[src/rtl/var_latency_pipe.sv]
// Variable-latency payload delay line; a retime waits for the pipe to drain.
// Define VAR_LATENCY_PIPE_STATS_EN to add the accept_cnt/emit_cnt statistics outputs.
module var_latency_pipe #(
    parameter int MAX_DELAY  = 16,
    parameter int PIPE_WIDTH = 64,
    parameter int RST_DELAY  = 5,
    localparam int DW = $clog2(MAX_DELAY + 1)
) (
    input  logic                  clk,
    input  logic                  rst,
    input  logic                  in_valid,
    input  logic [PIPE_WIDTH-1:0] in_data,
    output logic                  in_ready,
    output logic                  out_valid,
    output logic [PIPE_WIDTH-1:0] out_data,
    input  logic [DW-1:0]         delay_sel,
    input  logic                  delay_load,
    input  logic                  flush,
    output logic [DW-1:0]         delay_cur,
    output logic [DW-1:0]         inflight,
    output logic                  drop_err
`ifdef VAR_LATENCY_PIPE_STATS_EN
    ,
    output logic [31:0]           accept_cnt,
    output logic [31:0]           emit_cnt
`endif
);

    typedef enum logic {S_RUN, S_DRAIN} state_t;

    state_t                r_state;
    logic [DW-1:0]         r_pending;
    logic [DW-1:0]         r_delay_cur;
    logic [DW-1:0]         r_inflight;
    logic                  r_out_valid;
    logic [PIPE_WIDTH-1:0] r_out_data;
    logic                  r_drop_err;
    logic [MAX_DELAY-1:0]  r_valid;
    logic [PIPE_WIDTH-1:0] r_data [MAX_DELAY];

    logic                  w_accept;
    logic                  w_emit;
    logic                  w_tap_valid;
    logic [PIPE_WIDTH-1:0] w_tap_data;
    logic [MAX_DELAY-1:0]  w_valid_next;

    function automatic logic [DW-1:0] clamp_delay(input logic [DW-1:0] sel);
        if (sel == '0)
            return DW'(1);
        if (32'(sel) > 32'(MAX_DELAY))
            return DW'(MAX_DELAY);
        return sel;
    endfunction

    assign in_ready  = (r_state == S_RUN);
    assign w_accept  = in_valid && (r_state == S_RUN) && !flush;
    assign w_emit    = w_tap_valid && !flush;
    assign out_valid = r_out_valid;
    assign out_data  = r_out_data;
    assign delay_cur = r_delay_cur;
    assign inflight  = r_inflight;
    assign drop_err  = r_drop_err;

    // Valid bits die once they pass the active tap, so a later, longer delay
    // can never resurrect an entry that was already emitted.
    genvar gi;
    generate
        for (gi = 0; gi < MAX_DELAY; gi++) begin : g_stage
            logic w_prev_valid;
            if (gi == 0) begin : g_head
                assign w_prev_valid = w_accept;
            end else begin : g_body
                assign w_prev_valid = r_valid[gi-1];
            end
            assign w_valid_next[gi] = w_prev_valid && !flush && (DW'(gi) < r_delay_cur);
        end
    endgenerate

    always_comb begin
        w_tap_valid = 1'b0;
        w_tap_data  = '0;
        for (int i = 0; i < MAX_DELAY; i++) begin
            if (r_delay_cur == DW'(i + 1)) begin
                w_tap_valid = r_valid[i];
                w_tap_data  = r_data[i];
            end
        end
    end

    always_ff @(posedge clk or posedge rst) begin
        if (rst) begin
            r_valid <= '0;
            for (int i = 0; i < MAX_DELAY; i++)
                r_data[i] <= '0;
        end else begin
            r_valid  <= w_valid_next;
            r_data[0] <= in_data;
            for (int i = 1; i < MAX_DELAY; i++)
                r_data[i] <= r_data[i-1];
        end
    end

    always_ff @(posedge clk or posedge rst) begin
        if (rst) begin
            r_state     <= S_RUN;
            r_pending   <= DW'(RST_DELAY);
            r_delay_cur <= DW'(RST_DELAY);
            r_inflight  <= '0;
            r_out_valid <= 1'b0;
            r_out_data  <= '0;
            r_drop_err  <= 1'b0;
        end else begin
            r_out_valid <= w_emit;
            r_out_data  <= w_tap_data;
            if (in_valid && r_state != S_RUN)
                r_drop_err <= 1'b1;

            if (flush)
                r_inflight <= '0;
            else if (w_accept && !w_emit)
                r_inflight <= r_inflight + 1'b1;
            else if (!w_accept && w_emit)
                r_inflight <= r_inflight - 1'b1;

            // A fresh load in DRAIN takes priority over applying the old pending value.
            case (r_state)
                S_RUN: begin
                    if (delay_load) begin
                        r_pending <= clamp_delay(delay_sel);
                        r_state   <= S_DRAIN;
                    end
                end
                S_DRAIN: begin
                    if (delay_load) begin
                        r_pending <= clamp_delay(delay_sel);
                    end else if (r_inflight == '0) begin
                        r_delay_cur <= r_pending;
                        r_state     <= S_RUN;
                    end
                end
            endcase
        end
    end

`ifdef VAR_LATENCY_PIPE_STATS_EN
    logic [31:0] r_accept_cnt;
    logic [31:0] r_emit_cnt;

    always_ff @(posedge clk or posedge rst) begin
        if (rst) begin
            r_accept_cnt <= '0;
            r_emit_cnt   <= '0;
        end else begin
            if (w_accept)
                r_accept_cnt <= r_accept_cnt + 32'd1;
            if (w_emit)
                r_emit_cnt <= r_emit_cnt + 32'd1;
        end
    end

    assign accept_cnt = r_accept_cnt;
    assign emit_cnt   = r_emit_cnt;
`endif

endmodule

[config.mk]
export PLATFORM = sky130hd
export DESIGN_NAME = var_latency_pipe
export DESIGN_NICKNAME = d
export VERILOG_FILES = /design/src/rtl/var_latency_pipe.sv
export SDC_FILE = /design/constraint.sdc
export NUM_CORES = 1
export LEC_CHECK = 0
export ABC_AREA = 0
export BUFFER_PORTS_ARGS = -buffer_cell sky130_fd_sc_hd__buf_2
export CAP_MARGIN = 30
export CORE_ASPECT_RATIO = 1.1
export CORE_MARGIN = 2
export CORE_UTILIZATION = 30
export DETAILED_ROUTE_END_ITERATION = 8
export PLACE_DENSITY_LB_ADDON = 0.15
export SKIP_CTS_REPAIR_TIMING = 1
export SLEW_MARGIN = 10
export SYNTH_ARGS = -nofsm -noshare
export SYNTH_HDL_FRONTEND = slang
export SYNTH_SLANG_ARGS = --single-unit
[constraint.sdc]
create_clock -name clk -period 64 [get_ports clk]
set_input_delay 6.4 -clock clk [delete_from_list [all_inputs] [get_ports clk]]
set_output_delay 6.4 -clock clk [all_outputs]
set_load 0.05 [all_outputs]
==> out/results.ini, run 1 <==
[outcome]
status = finished clean

[global_routing]
grt_max_degree = 179
first_global_vias = 24422
grt_usage = 0.173
grt_antenna_before_repair = 7
grt_pass1_wl_um = 168000
overflow = 0

[drt]
routed_wirelength_um = 111000
wl_per_cell_um = 23.6
ant_nets = 0
drtIter0Drc = 2102
dr_total_vias = 23584
drc = 0
avgViaCountPerCell = 5.00
dr.pass1.iters = 6

[hold_path]
min_to = r_data[677]
hp-class = reg2reg
holdPathStages = 0
min_from = r_data[741]

[die]
core_region_area_sq_um = 125000
top_level_ports = 151
fp.dieW_um = 343
start_util = 0.303
row_count = 136
die-area_sq_um = 129000
die_height_um = 377

[placement]
numPlacedInstances = 4492
dpl.hpwl_um = 69900
routabilityCongestion = 0.796
portBuffers = 150

[yosys]
syn_area_per_cell_sq_um = 13.5
synth_ff_type = dfrtp_1
yosysMostFrequentCell = dfrtp_1
async_reset_ff_frac = 1.00
yosysUniqueCellTypes = 79
synth_edf_count = 0
synth.cells.most_frequent = dfrtp_1 (1118), o21ai_0 (233), a21oi_1 (204)
yosysSeqAreaShare = 0.739
yosysWarnings = 0
synth_largest_area_cell = dfrtp_1
syn_area_sq_um = 38000
yosysTopAreaCellShare = 0.737
syn_inst = 2807
syn-num-nets = 2886
netlist_top_cells_area = dfrtp_1 (74%), o21ai_0 (3.1%), a21oi_1 (2.7%)
ys_ff_latch = 1122

[pwr]
p_total_mw = 2.08
p_leak_nw = 19.1
ir_worst_vdd_mv = 0.0322
p_per_area_nw_per_um2 = 46.3

[critical_path]
crit_path_start_kind = primary input
arrival_ns = 10.42
criticalPathCategory = in2async
r2r_end = inflight[4]
worstPathRequired_ns = 64.83
end_kind = async pin
r2r_slack_ns = 58.59
cp_max_fo = 163
reg2reg_from = delay_cur[0]
ff2ff_path_depth = 14

[timing]
setup_violations = 0
maxSlewViolCount = 0
timing.slew.headroom = 0.344
finalSetupTns_ns = 0
period_share = 0.150
clock-skew-final_ns = 0.0260
max_freq_mhz = 104
min_period_ns = 9.59
finalHoldViolations = 0
tightestPinTransition_ns = 0.984
rsz0062_at_grt = no

[clock_network]
cts_buffers = 115
clockRootBuffer = clkbuf_16
cts_buffer_depth = 3
cts_tree = done
clkTransAtPathRegs_ns = 0.06
ctsHtreeMaxLevel = 3
cts_num_sinks = 1122
insertion_delay_ns = 0.72

[flow_run]
max_cap_violations = 0

[finish]
design.final.nets = 3039
instances_no_fill = 4716
layout-drive-gt1-share = 0.158
fin_util = 0.358
num-fill-cells = 12232
area_growth_pct = 18.0

==> logic make-up after synthesis <==
family | count (synthesis) | share of synthesized area
flip-flops | 1122 | 0.739
buffers and inverters | 193 | 0.0236
AO/OA/AOI/OAI | 892 | 0.148
multiplexers | 97 | 0.0267
XOR/XNOR | 3 | 0.00119
adder cells (fa/ha/maj) | 5 | 0.00185
AND/OR/NAND/NOR | 495 | 0.0596
==> layout by cell type (no fill, tap or decap), drive strengths merged, types with 18 or more instances in the layout <==
cell       n
dfrtp   1118
o21ai    285
buf      217
a21oi    204
nand2    187
nor2     173
clkbuf   160
o22ai     82
mux2i     73
a221oi    66
a22oi     55
o221ai    39
clkinv    34
nor3      30
a211oi    29
mux2      24
nand3     23
o31ai     20
nor2b     18
==> final cells by class <==
| cell class | instances | area [sq um] | area share |
|---|---|---|---|
| sequential | 1122 | 28100 | 0.627 |
| multi-input combinational | 1492 | 9080 | 0.203 |
| clock buffer | 159 | 3390 | 0.0755 |
| tap | 1656 | 2070 | 0.0462 |
| timing repair buffer | 218 | 1540 | 0.0344 |
| clock inverter | 56 | 604 | 0.0135 |
| inverter | 11 | 48.8 | 0.00109 |
| antenna | 2 | 5.00 | 0.000112 |
==> where the power goes <==
group | internal (mW) | switching (mW) | leakage (nW)
sequential | 0.765 | 0.0325 | 13.2
clock | 0.410 | 0.287 | 1.98
combinational | 0.159 | 0.423 | 3.89
==> worst max-delay path, stage by stage <==
cell,delay [ns]
buf_2,0.13
inv_8,0.52
buf_4,0.48
buf_16,0.29
buf_4,0.72
buf_12,0.71
buf_4,0.59
buf_12,0.31
==> registers in the layout, indices dropped and copies added (netlist names) <==
signal	flops
r_data	1024
out_data	64
r_valid	16
delay_cur	5
inflight	5
r_pending	5
drop_err	1
out_valid	1
r_state	1
==> layer usage <==
layer	GRT usage	share of wire
met5	0	0.00049
met4	0.0536	0.023
met3	0.0401	0.066
met2	0.236	0.41
met1	0.269	0.50
==> worst max-delay path by stage <==
| stage | start | to | slack (ns) | depth (start not counted) |
|---|---|---|---|---|
| detailed placement | rst | r_data[747] | 53.12 | 6 |
| finish | rst | r_pending[2] | 54.41 | 8 |
| global route | rst | r_pending[0] | 53.81 | 8 |
| CTS | rst | r_data[747] | 53.93 | 6 |
| floorplan | rst | delay_cur[1] | 26.01 | 1 |
| global placement | rst | delay_cur[1] | 53.10 | 6 |
==> through the flow <==
| step | worst slack (ns) | cell area, sq um | hold slack, ns |
|---|---|---|---|
| global placement | 53.10 | 40500 | 0.349 |
| CTS | 53.93 | 44700 | 0.353 |
| detailed placement | 53.12 | 40700 | 0.355 |
| global route | 53.81 | 44800 | 0.360 |
| floorplan | 26.01 | 38000 | 0.346 |
| finish | 54.41 | 44800 | 0.350 |
No activity file was read; power rests on OpenSTA's default activity.
==> run 2: changes to the inputs <==
Clock period 64 ns to 8.3 ns, I/O delays scaled along.
==> run 2 against run 1 <==
Design area decreased by 0.43%. Setup slack got worse by 51 ns. Flip-flop and latch count unchanged. Combinational power increased to 7.5 times the previous value. Worst hold slack got worse by 0.13 ns. Register-to-register slack got worse by 56 ns. Utilization decreased by 0.15 points. Critical path depth increased by 6. Clock power increased to 7.6 times the previous value. Sequential share of layout area increased by 0.27 points. Via count increased by 0.16%. Sequential power increased to 7.8 times the previous value. Largest cell class unchanged. Largest power group unchanged. Highest routed layer unchanged.
==> out/results.ini, run 2 (synthesis gave the netlist of run 1 again) <==
[hold_path]
min_from = in_data[58]
holdPathStages = 1  ; +1
hp-class = in2reg
min_to = r_data[1018]

[critical_path]
r2r_slack_ns = 2.95  ; -55.64 ns
cp.depth = 14  ; +6
crit_path_start_kind = register
end_kind = register
arrival_ns = 5.92  ; -4.50 ns
crit_family = simple AND/OR/NAND/NOR gates
criticalPathCategory = reg2reg
cpMaxStageDelayCell = dfstp_4
cp_cell_sequence = buf_4 > or3b_4 > o21ai_1 > a221oi_1 > o211ai_2 > nand3_4 > inv_2 > or3_1 > fa_1 > a21o_1 > a21oi_1 > nor3_1 > nand3_1 > nand4_1
reg2reg_from = delay_cur[0]
r2r_end = inflight[4]
critPathMaxStageDelay_ns = 1.21  ; +0.49 ns
cp.buffers_inverters = 2  ; -6
worstPathRequired_ns = 8.87  ; -55.96 ns
ff2ff_path_depth = 14  ; unchanged
cp_max_fo = 69  ; -58%

[global_routing]
grt_usage = 0.180  ; +0.00662
first_global_vias = 25102  ; +2.8%
grt_antenna_before_repair = 5  ; -2
grt_pass1_wl_um = 174000  ; +3.5%
overflow = 0  ; unchanged
grt_max_degree = 189  ; +5.6%

[die]
core_region_area_sq_um = 125000  ; unchanged
fp.dieW_um = 343  ; unchanged
die_height_um = 377  ; unchanged
row_count = 136  ; unchanged
top_level_ports = 151  ; unchanged
die-area_sq_um = 129000  ; unchanged
start_util = 0.303  ; unchanged

[clock_network]
cts_buffers = 115  ; unchanged
cts_buffer_depth = 3  ; unchanged
cts_num_sinks = 1122  ; unchanged
clkTransAtPathRegs_ns = 0.06  ; about the same
cts_tree = done
clockRootBuffer = clkbuf_16
insertion_delay_ns = 0.72  ; about the same
ctsHtreeMaxLevel = 3  ; unchanged

[timing]
tightestPinTransition_ns = 1.11  ; +0.131 ns
setup_violations = 0  ; unchanged
finalSetupTns_ns = 0  ; unchanged
rsz0062_at_grt = no
clock-skew-final_ns = 0.0244  ; -0.00167 ns
min_period_ns = 5.35
period_share = 0.644
timing.slew.headroom = 0.257  ; -0.0870
finalHoldViolations = 0  ; unchanged
whs_ns = 0.218  ; -0.131 ns
max_freq_mhz = 187
maxSlewViolCount = 0  ; unchanged

[finish]
final_cell_mix = dfrtp_1 (1116), o21ai_0 (233), a21oi_1 (204)
max_flop_register = r_data
design.final.nets = 3036  ; -0.099%
fin_area_sq_um = 44600  ; -0.43%
layout-drive-gt1-share = 0.150  ; -0.00764
fin_util = 0.356  ; -0.00153
area_growth_pct = 17.5
mostFrequentLayoutCell = dfrtp_1
largest_register_ffs = 1024  ; unchanged

[drt]
wl_met3_um = 8500  ; +16%
ant_nets = 0  ; unchanged
routed_wirelength_um = 114000  ; +2.9%
wl_per_cell_um = 24.3  ; +3.2%
drc = 0  ; unchanged
top_layer = met5
wl_met2_um = 47200  ; +2.7%
dr_total_vias = 23621  ; +0.16%
drtIter0Drc = 2101  ; -0.048%
avgViaCountPerCell = 5.02  ; +0.37%
drt-met1-wl_um = 56000  ; +1.4%
dr.pass1.iters = 5  ; -1

[placement]
routabilityCongestion = 0.791  ; -0.62%
placed_area_sq_um = 40700  ; about the same
portBuffers = 150  ; unchanged
dpl.hpwl_um = 71300  ; +1.9%

[pwr]
p_per_area_nw_per_um2 = 356  ; +670%
p_leak_nw = 19.0  ; -0.52%
p_total_mw = 15.9  ; +670%
ir_worst_vdd_mv = 0.164  ; +410%

[outcome]
status = finished clean

[flow_run]
max_cap_violations = 0  ; unchanged

## run 2: changes by cell type in the layout (fill, tap and decap cells not counted), moves of 2 or more
cell and delta:
buf_12 +2, buf_16 -4, buf_4 -3, clkbuf_1 +13
clkbuf_8 -7, clkinv_2 -5, clkinv_4 -2, clkinvlp_4 -4
inv_6 -4
## run 2: worst max path at each step
stage	start	end	slack (ns)
after floorplan	rst	delay_cur[1]	-8.01
after global placement	delay_cur[0]	inflight[4]	3.02
after detailed placement	delay_cur[0]	inflight[4]	2.96
after CTS	delay_cur[0]	inflight[4]	2.95
after global routing	delay_cur[0]	inflight[4]	2.65
final	delay_cur[0]	inflight[4]	2.95
## run 2: metal layers
metal | up-vias | global-route usage
met5 | - | 0
met4 | 2 | 0.0556
met3 | 146 | 0.0503
met2 | 709 | 0.246
met1 | 12346 | 0.273
li1 | 10418 | -
## run 2: report_power, final
part	leakage [nW]	internal, mW	switching [mW]	total [mW]
clock network	1.92	3.12	2.18	5.31
logic	3.85	1.22	3.14	4.37
registers	13.2	5.90	0.335	6.24
## run 2: final cells by class
type,count,area (sq um)
antenna,3,7.51
clock buffer,165,3340
clock inverter,42,539
fill,12191,80600
inverter,11,45.0
multi-input combinational,1492,9090
sequential,1122,28100
tap,1656,2070
timing repair buffer,215,1460
## run 2: stage by stage
stage          setup slack [ns]  std cells
3_3_place_gp               3.02       4484
5_1_grt                    2.65       4703
4_1_cts                    2.95       4700
6_report                   2.95       4706
3_5_place_dp               2.96       4493
2_1_floorplan             -8.01       2807
==> run 3: changes to the inputs <==
Clock period 8.3 ns to 4.5 ns, I/O delays scaled along.
==> run 3 against run 2 <==
Critical path depth stayed put. Total power is 85% higher. Via count increased by 2.7%. Global-route usage barely moved. Die area did not move. Final cell count up 2.2%. Largest cell class unchanged. Combinational power is 84% higher. Setup slack lost 2.5 ns. Clock power grew 86%. Sequential power rose by 84%. Critical endpoint unchanged.
==> out/results.ini, run 3 (synthesis gave the netlist of run 1 again) <==
[drt]
dr_total_vias = 24265  ; +2.7%
routed_wirelength_um = 116000  ; +1.1%
ant_nets = 0  ; unchanged
drtIter0Drc = 2261  ; +7.6%
dr.pass1.iters = 5  ; unchanged
drc = 0  ; unchanged
wl_per_cell_um = 24.0  ; -1.1%
avgViaCountPerCell = 5.05  ; +0.53%

[critical_path]
ff2ff_path_depth = 14  ; unchanged
arrival_ns = 4.61  ; -1.31 ns
reg2reg_from = delay_cur[2]
worstPathRequired_ns = 5.08  ; -3.79 ns
crit_path_start_kind = register
r2r_slack_ns = 0.48  ; -2.47 ns
r2r_end = inflight[4]
cp_max_fo = 31  ; -55%
end_kind = register
criticalPathCategory = reg2reg
startpoint = delay_cur[2]

[clock_network]
insertion_delay_ns = 0.71  ; about the same
clockRootBuffer = clkbuf_16
cts_tree = done
clkTransAtPathRegs_ns = 0.06  ; about the same
cts_buffers = 115  ; unchanged
cts_buffer_depth = 3  ; unchanged
ctsHtreeMaxLevel = 3  ; unchanged
cts_num_sinks = 1122  ; unchanged

[global_routing]
grt_antenna_before_repair = 2  ; -3
grt_pass1_wl_um = 175000  ; +0.34%
grt_max_degree = 163  ; -14%
grt_usage = 0.181  ; +0.000472
first_global_vias = 25155  ; +0.21%
overflow = 0  ; unchanged

[hold_path]
hp-class = in2reg
min_from = delay_sel[3]
holdPathStages = 3  ; +2
min_to = r_pending[3]

[timing]
tightestPinTransition_ns = 0.988  ; -0.126 ns
setup_violations = 0  ; unchanged
maxSlewViolCount = 0  ; unchanged
setup_ws_ns = 0.478  ; -2.47 ns
clock-skew-final_ns = 0.0437  ; +0.0193 ns
rsz0062_at_grt = no
min_period_ns = 4.02  ; -1.33 ns
timing.slew.headroom = 0.334  ; +0.0772
period_share = 0.894  ; +0.249
max_freq_mhz = 249  ; +33%
finalSetupTns_ns = 0  ; unchanged
finalHoldViolations = 0  ; unchanged
whs_ns = 0.0218  ; -0.196 ns

[finish]
instances_no_fill = 4809  ; +2.2%
layout-drive-gt1-share = 0.157  ; +0.00669
max_flop_register = r_data
final_cell_mix = dfrtp_1 (1116), o21ai_0 (233), a21oi_1 (204)
insertedDiodeCount = 0  ; -3
area_growth_pct = 19.8
mostFrequentLayoutCell = dfrtp_1
largest_register_ffs = 1024  ; unchanged
design.final.nets = 3134  ; +3.2%

[die]
top_level_ports = 151  ; unchanged
core_region_area_sq_um = 125000  ; unchanged
start_util = 0.303  ; unchanged
fp.dieW_um = 343  ; unchanged
die-area_sq_um = 129000  ; unchanged
row_count = 136  ; unchanged
die_height_um = 377  ; unchanged

[placement]
dpl.hpwl_um = 74200  ; +4.1%
portBuffers = 150  ; unchanged
numPlacedInstances = 4526  ; +0.73%
routabilityCongestion = 0.833  ; +5.3%
post-place-ws_ns = 0.598  ; -2.36 ns

[pwr]
p_total_mw = 29.4  ; +85%
p_sw_mw = 10.4  ; +84%
power_frac_seq = 0.391  ; about the same
clock_power_share = 0.335  ; about the same
ir_worst_vdd_mv = 0.344  ; +110%
p_per_area_nw_per_um2 = 647  ; +81%
p_leak_nw = 19.4  ; +2.3%
switching_share = 0.354  ; -0.00111
power_frac_comb = 0.274  ; about the same
p_int_mw = 19.0  ; +85%

[flow_run]
max_cap_violations = 0  ; unchanged

[outcome]
status = finished clean

==> run 3: cell type report <==
class                      instances  area, sq um
clock buffer                     170         3380
clock inverter                    45          563
fill                           12203        79700
inverter                          11         45.0
multi-input combinational       1492         9070
sequential                      1122        28100
tap                             1656         2070
timing repair buffer             313         2270
==> run 3: critical path, stage by stage (launching register included) <==
cell and delay [ns]:
dfstp_2 0.95, and2_1 0.21, buf_4 0.17, nand3_2 0.29
nor2_1 0.19, o31ai_1 0.14, nand3_4 0.20, inv_2 0.06
or3_1 0.45, fa_1 0.45, a21o_1 0.22, a21oi_1 0.27
nor3_1 0.08, nand3_1 0.10, nand4_1 0.09
==> run 3: through the flow <==
stage	utilization	cell area, sq um
after floorplan	-	38000
after global placement	0.326	40800
after detailed placement	0.326	40900
after CTS	0.358	44800
after global routing	0.363	45500
final	0.363	45500
==> run 3: how the worst max path moves through the flow <==
stage	to	slack, ns	cells past startpoint
floorplan	delay_cur[1]	-11.43	1
global placement	inflight[4]	0.68	13
detailed placement	inflight[4]	0.60	13
CTS	inflight[4]	0.55	13
global route	inflight[4]	0.30	13
finish	inflight[4]	0.48	14
==> run 3: power groups by stage <==
stage / combinational [mW] / clock, mW / sequential, mW
4_1_cts: 8.02 / 10.1 / 11.5
3_5_place_dp: 7.99 / 0 / 11.7
5_1_grt: 8.67 / 10.6 / 11.6
2_1_floorplan: 4.19 / 0 / 12.3
3_3_place_gp: 7.90 / 0 / 11.7
6_report: 8.05 / 9.86 / 11.5
==> run 3: per-layer routing <==
metal | part of all wire | up-vias | GRT usage
met5 | 0 | - | 0
li1 | - | 10635 | -
met3 | 0.058 | 170 | 0.0299
met4 | 0.024 | 0 | 0.0558
met2 | 0.42 | 780 | 0.252
met1 | 0.50 | 12680 | 0.282
